[src/rtl/alu_pkg.sv]
// Shared definitions for the scalar ALU interface and the lane sequencer.
package alu_pkg;

  // ALU operation codes; 3'b000 is reserved and forwarded unchanged.
  typedef enum logic [2:0] {
    XOR = 3'd1,
    ADD = 3'd2,
    SUB = 3'd3,
    MUL = 3'd4,
    SHR = 3'd5,
    SHL = 3'd6,
    INC = 3'd7
  } alu_op_t;

  // Sequencer control states.
  typedef enum logic [1:0] {
    IDLE = 2'd0,
    RUN  = 2'd1,
    DONE = 2'd2
  } seq_state_t;

endpackage

[src/rtl/alu_lane_sequencer.sv]
// Vector-to-scalar sequencer: accepts one vector instruction, feeds the
// external combinational ALU one lane per cycle, collects results and flags,
// and presents the assembled vector to the consumer.
//
// Handshakes: a transfer happens on a rising edge where valid and ready are
// both high. in_ready is high only in IDLE; out_valid is high only in DONE and
// the result/mask outputs stay stable while out_valid is held by out_ready=0.
module alu_lane_sequencer
  import alu_pkg::*;
#(
  parameter int dataSize = 8,
  parameter int LANES    = 4
) (
  input  logic                      clk,
  input  logic                      rst_n,
  input  logic                      in_valid,
  output logic                      in_ready,
  input  logic [2:0]                in_op,
  input  logic [LANES*dataSize-1:0] in_a,
  input  logic [LANES*dataSize-1:0] in_b,
  output logic [2:0]                alu_op,
  output logic [dataSize-1:0]       alu_a,
  output logic [dataSize-1:0]       alu_b,
  input  logic [dataSize-1:0]       alu_result,
  input  logic                      alu_neg,
  input  logic                      alu_zero,
  output logic                      out_valid,
  input  logic                      out_ready,
  output logic [LANES*dataSize-1:0] out_result,
  output logic [LANES-1:0]          out_neg_mask,
  output logic [LANES-1:0]          out_zero_mask,
  output logic                      busy
);

  localparam int LW = (LANES > 1) ? $clog2(LANES) : 1;
  localparam int VW = LANES * dataSize;
  localparam logic [LW-1:0] LAST_LANE = LW'(LANES - 1);

  seq_state_t      state_q, state_d;
  logic [LW-1:0]   lane_q, lane_d;
  logic [2:0]      op_q, op_d;
  logic [VW-1:0]   a_q, a_d;
  logic [VW-1:0]   b_q, b_d;
  logic [VW-1:0]   res_q, res_d;
  logic [LANES-1:0] neg_q, neg_d;
  logic [LANES-1:0] zero_q, zero_d;

  // Bit offset of the lane currently being issued.
  int lane_base;
  assign lane_base = int'(lane_q) * dataSize;

  // Next-state, datapath capture and handshake/ALU outputs.
  always_comb begin
    state_d   = state_q;
    lane_d    = lane_q;
    op_d      = op_q;
    a_d       = a_q;
    b_d       = b_q;
    res_d     = res_q;
    neg_d     = neg_q;
    zero_d    = zero_q;
    in_ready  = 1'b0;
    out_valid = 1'b0;
    alu_op    = 3'd0;
    alu_a     = '0;
    alu_b     = '0;
    case (state_q)
      IDLE: begin
        in_ready = 1'b1;
        if (in_valid) begin
          op_d    = in_op;
          a_d     = in_a;
          b_d     = in_b;
          lane_d  = '0;
          state_d = RUN;
        end
      end
      RUN: begin
        alu_op = op_q;
        alu_a  = a_q[lane_base +: dataSize];
        alu_b  = b_q[lane_base +: dataSize];
        res_d[lane_base +: dataSize] = alu_result;
        neg_d[lane_q]  = alu_neg;
        zero_d[lane_q] = alu_zero;
        if (lane_q == LAST_LANE) begin
          lane_d  = '0;
          state_d = DONE;
        end else begin
          lane_d = lane_q + 1'b1;
        end
      end
      DONE: begin
        out_valid = 1'b1;
        if (out_ready) begin
          state_d = IDLE;
        end
      end
      default: begin
        state_d = IDLE;
      end
    endcase
  end

  // Control state register.
  always_ff @(posedge clk or negedge rst_n) begin
    if (!rst_n) begin
      state_q <= IDLE;
      lane_q  <= '0;
    end else begin
      state_q <= state_d;
      lane_q  <= lane_d;
    end
  end

  // Instruction and result registers; results persist after DONE until reset.
  always_ff @(posedge clk or negedge rst_n) begin
    if (!rst_n) begin
      op_q   <= 3'd0;
      a_q    <= '0;
      b_q    <= '0;
      res_q  <= '0;
      neg_q  <= '0;
      zero_q <= '0;
    end else begin
      op_q   <= op_d;
      a_q    <= a_d;
      b_q    <= b_d;
      res_q  <= res_d;
      neg_q  <= neg_d;
      zero_q <= zero_d;
    end
  end

  assign out_result    = res_q;
  assign out_neg_mask  = neg_q;
  assign out_zero_mask = zero_q;
  assign busy          = (state_q != IDLE);

endmodule

[config.mk]
export PLATFORM = sky130hd
export DESIGN_NAME = alu_lane_sequencer
export DESIGN_NICKNAME = d
export VERILOG_FILES = /design/src/rtl/alu_pkg.sv /design/src/rtl/alu_lane_sequencer.sv
export SDC_FILE = /design/constraint.sdc
export NUM_CORES = 1
export LEC_CHECK = 0
export CORE_UTILIZATION = 52
export DETAILED_ROUTE_END_ITERATION = 12
export PLACE_DENSITY_LB_ADDON = 0.1
export SYNTH_ARGS = -nofsm -noshare
export SYNTH_HDL_FRONTEND = slang
export SYNTH_SLANG_ARGS = --single-unit
[constraint.sdc]
create_clock -name clk -period 5.2 [get_ports clk]
set_clock_uncertainty 0.2 [all_clocks]
set_input_delay 1.04 -clock clk [delete_from_list [all_inputs] [get_ports clk]]
set_output_delay 1.04 -clock clk [all_outputs]
set_load 0.005 [all_outputs]
Yosys cells after proc, flatten, opt, wreduce, memory -nomap -nowiden:

Cells that the tools add are included.

* output and inout port bits: 62
* register bits after elaboration: 111

* add/sub/neg operators: 2
* order comparisons: 2
* reduce and logical (&&, ||, !) cells: 7
* muxes and demuxes: 17
* shifts and indexed selects: 4
* equal/unequal tests: 6

Operators with widths (count)
* 32-bit by 6-bit indexed part select with 8-bit output: 2
* 5-bit negator with 33-bit output: 1
* 8-bit by 33-bit variable shift with 32-bit output (first input constant): 1
* 8-bit by 33-bit indexed part select with 32-bit output: 1
* 32-bit bitwise mux: 1
* 8-bit 2-to-1 mux: 2
* 2-bit 2-to-1 mux: 5
* 4-bit bitwise mux: 2
* 2-bit != test (second input constant): 3
* 2-bit one-hot mux with 3 select lines: 1
* 2-bit == test (second input constant): 2
* 2-bit one-hot mux with 2 select lines: 1
* 2-bit AND reduction: 2
* 2-bit nonzero test: 2
* 2-bit by 3-bit < comparator with 1-bit output (second input constant): 1
* 1-bit 2-to-1 mux: 3
* 3-bit 2-to-1 mux: 1
* 3-bit AND reduction: 1
* 2-bit by 1-bit adder with 2-bit output (second input constant): 1
* 1-bit demux with 2-bit select: 1
* 2-bit by 1-bit == test with 1-bit output (second input constant): 1
* 2-bit by 1-bit greater-or-equal comparator with 1-bit output (second input constant): 1
* 2-bit logical NOT: 1
* 1-bit logical AND: 1

Logic depth before layout (Yosys ltp):

* depth after elaboration: 5
* mapped depth: 8
* gate-level depth less buffers: 4

Least setup slack after synthesis:

No wires, ideal clock.

* path type: flip-flop to flip-flop
* from: register lane_q[0]
* to: register res_q[24] (netlist: out_result[24])
* path buffers: 3
* required time: 4.904 ns
* clock period less this slack: 2.511 ns
* cell stages (with the launch flop): 8
* arrival time: 2.216 ns
* setup time: 0.096 ns
* setup slack: 2.689 ns
* cells stage by stage: dfrtp_1 > buf_2 > buf_4 > inv_1 > ha_1 > or4b_1 > buf_2 > o32ai_2

* longest elaborated chain between the ends: 3

RTL lines
* from (decl): line alu_lane_sequencer.sv:40 `logic [LW-1:0] lane_q, lane_d;`
* from (signal assigned): line alu_lane_sequencer.sv:111 `lane_q <= lane_d;`
* 5-bit negator with 33-bit output (*): line alu_lane_sequencer.sv:82 `res_d[lane_base +: dataSize] = alu_result;`
* 8-bit by 33-bit indexed part select with 32-bit output or 8-bit by 33-bit variable shift with 32-bit output (tied branches): line alu_lane_sequencer.sv:82
* 32-bit bitwise mux (*): line alu_lane_sequencer.sv:82
* to (signal assigned): line alu_lane_sequencer.sv:128 `res_q <= res_d;`
* to (decl): line alu_lane_sequencer.sv:44 `logic [VW-1:0] res_q, res_d;`

Mark *: on every way between the ends. The rest lies on a longest branch, timed or not.
A chain may end at the register's enable or synchronous reset.

Worst setup path after layout:

* from: register state_q[0]
* to: output alu_b[7]

* longest elaborated chain between the ends: 2

RTL lines
* from (decl): line alu_lane_sequencer.sv:39 `seq_state_t state_q, state_d;`
* from (signal assigned): line alu_lane_sequencer.sv:110 `state_q <= state_d;`
* 2-bit by 1-bit == test with 1-bit output: line alu_lane_sequencer.sv:67 `case (state_q)`
* 8-bit 2-to-1 mux: line alu_lane_sequencer.sv:67
* to (decl): line alu_lane_sequencer.sv:23 `output logic [dataSize-1:0] alu_b,`

No other way between the ends.

==> reports/summary.md <==
### Setup path
- Critical Path Start: state_q[0]$_DFFE_PN0P_
- largest fanout on the critical path: 16
- r2r startpoint: lane_q[0]$_DFFE_PN0P_
- end of the critical path: alu_b[7]
- CP Data Arrival Time: 2.63 ns
- cells on worst reg2reg path: 4
- critical path start-end classification: reg2out
- endpoint required time on the critical path: 3.96 ns
- endpoint kind of the worst setup timing path: primary output
- R2R Path End: out_result[31]$_DFFE_PN0P_
- worst reg2reg setup slack: 2.31 ns
- launching element type of the critical path: register

### Final layout
- area of combinational cells with multiple inputs: 2116 µm²
- Filler Cell Count: 728
- synthesis-to-layout area growth: 31.69%
- proportion of layout cells with a drive suffix above 1: 21.33%
- nets: 609
- storage element area: 2779 µm²
- Antenna Cells: 0

### Floorplan
- Die Height: 101.7 µm
- die area: 10,330 µm²
- area of the core region: 9684 µm²
- number of placement rows: 36
- IO Pins: 143
- width of the die: 101.7 µm
- Initial Util: 53.33%

### Pwr
- leak pwr: 2.799 nW
- share of power burned in registers: 39.1%
- Max VDD drop: 0.2694 mV
- P_int: 2.584 mW
- switching part of the total: 34.38%
- Combinational Power Share: 49.2%
- Power Dens Cells: 578.9 nW/µm²
- clock network power share: 11.7%
- power dissipated by switching net loads: 1.354 mW

### Synthesis
- Post-Syn Nets: 480
- number of synthesis warnings: 0
- instance count of the mapped netlist: 392
- most frequently used cell type in the post-synthesis netlist: dfrtp_1
- top cells by area in the synthesized netlist: dfrtp_1 (54%), mux2_2 (16%), mux2i_1 (6.2%)
- number of library cell types mapped by synthesis: 30
- Avg Synthesized Cell Area: 13.18 µm²
- sequential cell area fraction in the yosys report: 53.78%
- Most used DFF post-synth: dfrtp_1
- Commonest cells post-synth: dfrtp_1 (111), mux2_2 (72), inv_1 (32), mux2i_1 (32), nand2_1 (28)
- largest area contributor in the synthesized netlist: dfrtp_1
- share of Yosys cell area claimed by the top area cell type: 53.78%
- Synth async-reset ratio: 100.0%
- number of synthesized flops with an enable pin: 0
- number of storage elements in the synthesis netlist: 111
- post-synthesis instance area: 5165 µm²

### Outcome
- outcome: finished, final reports clean

### Global route
- total congestion overflow: 0
- wire length of the first global-routing pass: 18,150 µm
- pin count of the biggest net entering global routing: 78
- vias in the first global route: 3,583
- Total GRT Usage: 23.10%
- antenna violations before repair: 0

### Routing
- First DRT Iteration DRCs: 80
- total length of routed wires: 11,280 µm
- Wirelength per Cell: 17.14 µm
- post-detailed-route via-to-cell ratio: 5.383
- number of nets still failing antenna checks after routing: 0
- drt drc: 0
- routed vias: 3,542
- Pre-antenna DRT Iters: 4

### Timing
- setup slack of the critical path after layout: 1.333 ns
- Post-Route Setup TNS: 0 ns
- number of pins with negative max-slew slack in the final report: 0
- Final setup violation count: 0
- Final min period: 3.867 ns
- unrepaired setup endpoints after global routing: false
- Slew headroom: 35.48%
- number of hold violations in the final report: 0
- Period Utilization, post-route: 74.37%
- slew of the pin with the lowest slew margin: 0.9678 ns
- Max Clock Freq: 258.6 MHz
- tightest hold margin: 0.2941 ns

### Clocking
- CTS tree: done
- clock tree sinks: 111
- clk_lat worst skew: 0.36 ns
- number of setup buffers added after CTS: 0
- root buffer cell: clkbuf_8
- CTS buffer count: 9
- CTS hold repair buffers: 0
- deepest level of the CTS H-tree: 3
- post-cts resize count: 0
- clk slew on worst S/H paths: 0.09 ns
- maximum count of clock buffers along a single path: 2

### Hold path
- worst hold-check path type: reg2reg
- hold path start: b_q[18]$_DFFE_PN0P_

### Placement
- gpl congestion: 0.7740
- dpl ws: 1.743 ns
- total of buffers placed on input and output ports: 142
- hpwl dp: 7978 µm

### Flow run
- max-capacitance violation count: 0

-- how the worst min path moves through the flow --
stage,slack [ns],end,depth (start not counted)
after floorplan,0.26,b_q[18]$_DFFE_PN0P_,1
after global placement,0.27,b_q[18]$_DFFE_PN0P_,1
after detailed placement,0.28,b_q[18]$_DFFE_PN0P_,1
after CTS,0.30,b_q[18]$_DFFE_PN0P_,1
after global routing,0.32,b_q[9]$_DFFE_PN0P_,1
final,0.29,b_q[18]$_DFFE_PN0P_,1
-- layout by cell type (no fill, tap or decap), drive strengths merged, types with 2 or more instances in the layout --
cell type        n
and2             3
and3b            4
and4b            2
and4bb           2
buf              6
clkbuf          11
clkdlybuf4s50  141
clkinv           3
dfrtp          111
ha               7
inv             32
mux2            79
mux2i           32
nand2           28
nand3b           4
nor2b            2
o22ai           16
o31ai            2
o32ai           28
or3b             2
or4b             3
-- power by group through the flow --
stage	registers (mW)	logic (mW)	clock network, mW
6_report	1.54	1.94	0.461
5_1_grt	1.59	2.11	0.500
4_1_cts	1.54	1.96	0.472
3_5_place_dp	1.56	1.95	0
3_3_place_gp	1.53	1.91	0
2_1_floorplan	1.47	1.21	0
-- sequential cells by signal (all words and copies together), names as in the netlist --
signal and count:
state_q 2, out_zero_mask 4, op_q 3, b_q 32, lane_q 2, out_neg_mask 4
out_result 32, a_q 32
-- layout make-up --
cell class / instances / area share [%]
Sequential cell: 111 / 40.86
Multi-Input combinational cell: 220 / 31.11
Timing Repair Buffer: 147 / 21.41
Tap cell: 133 / 2.447
Clock buffer: 11 / 2.079
Inverter: 32 / 1.766
Clock inverter: 4 / 0.3311
-- metal layers --
layer,vias up,part of all wire [%],GRT usage [%]
li1,1648,-,-
met1,1779,43,30.10
met2,100,50,37.53
met3,15,5.9,6.487
met4,0,1.6,7.246
met5,-,0,0
-- through the flow --
| stage | utilization [%] | std cells | total power [mW] | area, µm² |
|---|---|---|---|---|
| 6_report | 70.23 | 658 | 3.937 | 6802 |
| 5_1_grt | 70.23 | 658 | 4.207 | 6802 |
| 4_1_cts | 70.23 | 658 | 3.973 | 6802 |
| 3_5_place_dp | 68.54 | 643 | 3.509 | 6638 |
| 3_3_place_gp | 68.54 | 643 | 3.443 | 6638 |
| 2_1_floorplan | - | 392 | 2.682 | 5165 |
-- kinds of logic (layout without fill, tap and decap cells) --
group	Yosys count	count (layout)	synth area share, %
mux	111	111	23.43
compound gates	48	48	9.303
simple gates	54	54	6.420
flops	111	111	53.78
buf+inv	61	194	5.378
fa+ha+maj	7	7	1.696
-- critical path, stage by stage, from the launching register on --
cell	delay, ns
dfrtp_1	0.61
nand3b_1	0.68
o22ai_1	0.42
clkdlybuf4s50_1	0.55
Power figures use the tool's default switching activity.
